<file path="src/rtl/dcache_linefill.sv">
// Purpose : data-cache line fill engine; fetches one line as a burst and writes it into byte-lane RAM banks.
// Latency : burst request the cycle after fill_req; each beat is written one cycle after it arrives;
//           fill_done pulses one cycle after the last write.
// Backpres: the request holds until mem_rd_ack; beats are taken whenever mem_rd_valid is high (no stall);
//           fill_req is only accepted while idle and is dropped, not queued, while busy.
//
// Ports:
//   clk, reset                    - clock and synchronous active-high reset
//   fill_req/fill_addr/fill_line  - start a fill of the line holding fill_addr into data-RAM line fill_line
//   fill_busy, fill_done          - engine not idle / one-cycle completion pulse
//   mem_rd_req/mem_addr/mem_rd_ack- line-aligned burst read request handshake
//   mem_rd_valid/mem_rd_data      - returned burst beats, lowest word first
//   ram_addr/ram_data/ram_we      - shared address, packed byte lanes and per-lane write enables of the RAM banks

module dcache_linefill #(
    parameter int LINEBITS = 2,
    parameter int WORDBITS = 3
) (
    input  logic                         clk,
    input  logic                         reset,

    input  logic                         fill_req,
    input  logic [31:0]                  fill_addr,
    input  logic [LINEBITS-1:0]          fill_line,
    output logic                         fill_busy,
    output logic                         fill_done,

    output logic                         mem_rd_req,
    output logic [31:0]                  mem_addr,
    input  logic                         mem_rd_ack,
    input  logic                         mem_rd_valid,
    input  logic [31:0]                  mem_rd_data,

    output logic [LINEBITS+WORDBITS-1:0] ram_addr,
    output logic [31:0]                  ram_data,
    output logic [3:0]                   ram_we
);

    // Byte offset within a line, and the tag bits that remain above it.
    localparam int OFFBITS  = 2 + WORDBITS;
    localparam int TAGBITS  = 32 - OFFBITS;
    localparam int RAMABITS = LINEBITS + WORDBITS;

    localparam logic [WORDBITS-1:0] LAST_WORD = '1;
    localparam logic [WORDBITS-1:0] ONE_WORD  = 1;

    typedef enum logic [1:0] {
        S_IDLE,
        S_REQ,
        S_BEAT,
        S_DONE
    } state_t;

    state_t                r_state;
    state_t                w_next;

    // Fill context captured at acceptance.
    logic [TAGBITS-1:0]    r_tag;
    logic [LINEBITS-1:0]   r_line;
    logic [WORDBITS-1:0]   r_cnt;
    // Set once the final beat has been captured; blocks any further captures
    // and lets the FSM leave BEAT only after that beat's write cycle.
    logic                  r_last;

    // Registered RAM write port: one cycle between beat arrival and write.
    logic                  r_ram_we;
    logic [RAMABITS-1:0]   r_ram_addr;
    logic [31:0]           r_ram_data;

    logic                  w_busy;
    logic                  w_done;
    logic                  w_rd_req;
    logic                  w_accept;
    logic                  w_capture;

    // Low address bits select bytes inside the line and play no part in the fill.
    logic                  w_unused_offset;
    assign w_unused_offset = ^fill_addr[OFFBITS-1:0];

    assign w_accept  = (r_state == S_IDLE) && fill_req;
    // Beats are only meaningful in BEAT; a valid coinciding with the ack, or
    // arriving after the last beat, falls outside this window and is dropped.
    assign w_capture = (r_state == S_BEAT) && mem_rd_valid && !r_last;

    // ------------------------------------------------------------------
    // FSM: state register
    // ------------------------------------------------------------------
    always_ff @(posedge clk) begin
        if (reset) begin
            r_state <= S_IDLE;
        end else begin
            r_state <= w_next;
        end
    end

    // ------------------------------------------------------------------
    // FSM: next state and state-decoded outputs
    // ------------------------------------------------------------------
    always_comb begin
        w_next   = r_state;
        w_busy   = 1'b1;
        w_done   = 1'b0;
        w_rd_req = 1'b0;
        case (r_state)
            S_IDLE: begin
                w_busy = 1'b0;
                if (fill_req) begin
                    w_next = S_REQ;
                end
            end
            S_REQ: begin
                w_rd_req = 1'b1;
                if (mem_rd_ack) begin
                    w_next = S_BEAT;
                end
            end
            S_BEAT: begin
                // r_last is seen in the cycle the final beat is being written.
                if (r_last) begin
                    w_next = S_DONE;
                end
            end
            S_DONE: begin
                w_done = 1'b1;
                w_next = S_IDLE;
            end
            default: begin
                w_next = S_IDLE;
            end
        endcase
    end

    // ------------------------------------------------------------------
    // Fill context, beat counter and RAM write register
    // ------------------------------------------------------------------
    always_ff @(posedge clk) begin
        if (reset) begin
            r_tag      <= '0;
            r_line     <= '0;
            r_cnt      <= '0;
            r_last     <= 1'b0;
            r_ram_we   <= 1'b0;
            r_ram_addr <= '0;
            r_ram_data <= '0;
        end else begin
            r_ram_we <= 1'b0;

            if (w_accept) begin
                r_tag  <= fill_addr[31:OFFBITS];
                r_line <= fill_line;
                r_cnt  <= '0;
                r_last <= 1'b0;
            end

            if (w_capture) begin
                r_ram_we   <= 1'b1;
                r_ram_addr <= {r_line, r_cnt};
                r_ram_data <= mem_rd_data;
                // The counter stops on the last word instead of wrapping, so a
                // stray beat can never address word 0 again.
                if (r_cnt == LAST_WORD) begin
                    r_last <= 1'b1;
                end else begin
                    r_cnt <= r_cnt + ONE_WORD;
                end
            end
        end
    end

    // ------------------------------------------------------------------
    // Outputs. Reset forces every output low combinationally so a beat that
    // was registered just before reset is never written, and the interface
    // reads idle for the whole time reset is held.
    // ------------------------------------------------------------------
    assign fill_busy  = !reset && w_busy;
    assign fill_done  = !reset && w_done;
    assign mem_rd_req = !reset && w_rd_req;
    assign mem_addr   = reset ? 32'd0 : {r_tag, {OFFBITS{1'b0}}};
    assign ram_we     = reset ? 4'h0 : {4{r_ram_we}};
    assign ram_addr   = reset ? '0 : r_ram_addr;
    assign ram_data   = reset ? 32'd0 : r_ram_data;

endmodule

</file>
<file path="config.mk">
export PLATFORM = sky130hd
export DESIGN_NAME = dcache_linefill
export DESIGN_NICKNAME = d
export VERILOG_FILES = /design/src/rtl/dcache_linefill.sv
export SDC_FILE = /design/constraint.sdc
export NUM_CORES = 1
export LEC_CHECK = 0
export CAP_MARGIN = 20
export CELL_PAD_IN_SITES_DETAIL_PLACEMENT = 0
export CELL_PAD_IN_SITES_GLOBAL_PLACEMENT = 1
export CORE_UTILIZATION = 29
export CTS_CLUSTER_DIAMETER = 50
export DETAILED_ROUTE_END_ITERATION = 8
export PLACE_DENSITY = 0.87
export SLEW_MARGIN = 20
export SYNTH_ARGS = -nofsm -noshare
export SYNTH_HDL_FRONTEND = slang
export SYNTH_SLANG_ARGS = --single-unit
</file>
<file path="constraint.sdc">
create_clock -name clk -period 1.8 [get_ports clk]
set_input_delay 0.36 -clock clk [delete_from_list [all_inputs] [get_ports clk]]
set_output_delay 0.36 -clock clk [all_outputs]
set_load 0.1 [all_outputs]
</file>
==> metrics.md <==
| Metric | Value |
|---|---|
| Status | `finished, final reports clean` |
| Seq cells post-synth | `between 70 and 80` |
| First-pass GRT wire length | `between 10000 and 15000 um` |
| H-tree Lvls | `3` |
| Number of port buffers | `around 140` |
| # setup viols final | `0` |
| Core ar. | `around 10000 sq um` |
| Final period util | `0.937` |
| Via density per instance | `approximately 4.6` |
| Crit path launch | `r_state[1]` |
| Worst VDD drop | `roughly 600 uV` |
| Commonest non-fill, non-tap cells in the layout | `buf_12 (75), dfxtp_1 (72), clkdlybuf4s50_1 (64), nand2_1 (61), o22a_1 (37)` |
| Clock Tree Buf Depth | `2` |
| Crit Path Class | `reg -> out` |
| Comb pwr share | `0.489` |
| First drt pass iteration count | `4` |
| Latest clock arrival within the worst-skew pair | `approximately 0.34 ns` |
| Crit path largest cell delay | `0.38 ns` |
| R2R Setup Slk | `approximately 0.35 ns` |
| Post-synth EDFFs | `0` |
| Clk root buf | `clkbuf_8` |
| CP startpoint kind | `register` |
| Synth cell types | `25` |
| Placement Cell Area | `roughly 5500 sq um` |
| Initial Util | `0.300` |
| Vias in the first global route | `slightly below 3000` |
| Cell leakage power | `between 2 and 2.5 nW` |
| Max Slew Vio Count | `0` |
| Row count | `37` |
| Final Wtd Congestion | `around 0.72` |
| Power per cell area | `roughly 1200 nW/um^2` |
| CTS tree | `built` |
| Crit path to | `mem_rd_req` |
| Req. time, crit path | `around 1.4 ns` |
| ANT nets after route | `0` |
| Syn-to-layout area delta | `85.9%` |
| Fin nets | `between 500 and 600` |
| Pint | `4.24 mW` |
| Total CTS buffers | `9` |
| Critical R2R Launch | `r_state[0]` |
| Clock Power Share | `0.220` |
| Final setup skew | `between 0.007 and 0.008 ns` |
| Ys async rst share | `0` |
| Average size of a mapped cell | `9.30 sq um` |
| Syn. warnings | `0` |
| Initial antenna violation count | `0` |
| Die Area | `11100 sq um` |
| ANT cells | `0` |
| Vias | `2787` |
| Share of cells above drive strength 1 | `0.325` |
| Post-CTS setup buffer count | `0` |
| Num Clock Sinks | `73` |
| Die W | `~110 um` |
| Dpl hpwl | `just over 6000 um` |
| NetSw | `approximately 2.8 mW` |
| Routed len/inst | `13.5 um` |
| CP max FO | `4` |
| Mapped Area | `about 3100 sq um` |
| Final core occ | `0.557` |
| Number of max-cap violations | `0` |
| Cell Chain, Critical Path | `inv_2 > ha_1 > nor2b_2 > buf_12` |
| Ys flop type | `dfxtp_1` |
| Seq/Total Area, Yosys | `0.470` |
| Chip Height | `around 110 um` |
| Residual DRC | `0` |
| Sw Share | `0.399` |
| Crit-path slowest cell | `dfxtp_1` |
| RSZ-0062 raised after global routing | `false` |
| Reg2reg end | `r_tag[15]` |
| Critical path capture point type | `output pin` |
| I/O pin cnt | `roughly 150` |
| Largest net degree at the start of global routing | `35` |
| Final Hold Viols | `0` |
| Peak Freq | `593 MHz` |
| Most common cell after layout, fill and taps aside | `buf_12` |
| Total GRT Usage | `0.151` |
| Worst-path clk slew | `around 0.080 ns` |
| Worst path arrival time | `1.33 ns` |
| Grt ovf | `0` |
| Cell count of the worst reg-to-reg path | `6` |
| Initial DRC count | `57` |
| Hold WC Path Type | `reg -> reg` |
| Post-Layout Inst Area | `5780 sq um` |
| Final worst path period need | `around 1.7 ns` |
| Sequential Power Share | `0.291` |
| Cells after synthesis | `around 330` |
| Drt total wl | `8230 um` |
==> how the worst min path moves through the flow <==
| stage | startpoint | end | slack, ns | cells past startpoint |
|---|---|---|---|---|
| global placement | r_tag[1] | r_tag[1] | 0.44 | 2 |
| finish | r_tag[0] | r_tag[0] | 0.45 | 2 |
| detailed placement | r_tag[0] | r_tag[0] | 0.45 | 2 |
| global route | r_tag[1] | r_tag[1] | 0.48 | 2 |
| CTS | r_tag[0] | r_tag[0] | 0.46 | 2 |
| floorplan | r_tag[0] | r_tag[0] | 0.43 | 2 |
==> worst max-delay path, delay by kind of cell, from the launching register on <==
| family | cells | cell delay (ns) |
|---|---|---|
| buffers and inverters | 2 | 0.25 |
| AND/OR/NAND/NOR | 1 | 0.17 |
| adder cells (fa/ha/maj) | 1 | 0.19 |
| flip-flops | 1 | 0.38 |
==> kinds of logic after synthesis <==
| kind of cell | Yosys count | synth area share |
|---|---|---|
| and+or+nand+nor | 144 | 0.248 |
| DFF | 73 | 0.470 |
| other | 1 | 0.00121 |
| AOI/OAI and AO/OA | 74 | 0.170 |
| buffers and inverters | 35 | 0.0818 |
| adders and majority gates | 7 | 0.0282 |
==> cells in the mapped netlist, types with 2 or more instances <==
library cell | number | area share
inv_1 | 2 | 0.0024
buf_4 | 11 | 0.027
dfxtp_1 | 73 | 0.47
ha_1 | 7 | 0.028
nand3b_1 | 3 | 0.0072
nand2_1 | 61 | 0.074
a21oi_1 | 33 | 0.053
nor2_1 | 3 | 0.0036
nor2b_1 | 67 | 0.13
buf_2 | 11 | 0.018
buf_6 | 9 | 0.033
clkbuf_1 | 2 | 0.0024
o22a_1 | 37 | 0.10
nand2b_1 | 4 | 0.0081
==> power by group through the flow <==
stage | logic (mW) | registers (mW) | clock network, mW
3_3_place_gp | 3.41 | 2.07 | 0
6_report | 3.45 | 2.05 | 1.55
5_1_grt | 3.64 | 2.09 | 1.68
4_1_cts | 3.49 | 2.05 | 1.61
3_5_place_dp | 3.47 | 2.09 | 0
2_1_floorplan | 2.35 | 2.05 | 0
==> per-stage QoR <==
step	instances	TNS [ns]	setup WS [ns]	hold slack, ns	power (mW)
2_1_floorplan	338	-22.81	-0.457	0.432	4.40
3_3_place_gp	595	0	0.193	0.438	5.47
3_5_place_dp	595	0	0.152	0.445	5.56
4_1_cts	610	0	0.0281	0.458	7.15
5_1_grt	610	0	0.0374	0.478	7.40
6_report	610	0	0.113	0.455	7.06
==> timing repair <==
action,CTS,global route
gates resized for setup,1,2
setup endpoints to repair,1,2
hold buffers,0,0
==> area by class of cell <==
| type | instances | area, sq um |
|---|---|---|
| multi-input cells | 230 | 1640 |
| well taps | 136 | 170 |
| repair buffers | 154 | 2250 |
| clock buffers | 10 | 138 |
| flip-flops and latches | 73 | 1460 |
| clock inverters | 5 | 104 |
| fillers | 902 | 4590 |
| inverters | 2 | 7.51 |
==> metal layers <==
metal  share of wire  wire length [um]  global-route usage  vias to the layer above
met5               0                 0                   0                        -
met4           0.019               157              0.0486                        0
met3           0.066               539              0.0550                       13
met2            0.51              4180               0.270                       90
met1            0.41              3350               0.165                     1308
li1                -                 -                   -                     1376
==> flip-flops by register name, indices dropped and copies added (netlist names) <==
name,flops
r_line,2
r_last,1
r_ram_we,1
r_state,2
r_tag,27
r_ram_data,32
r_ram_addr,5
r_cnt,3
(Power assumes the default switching activity.)
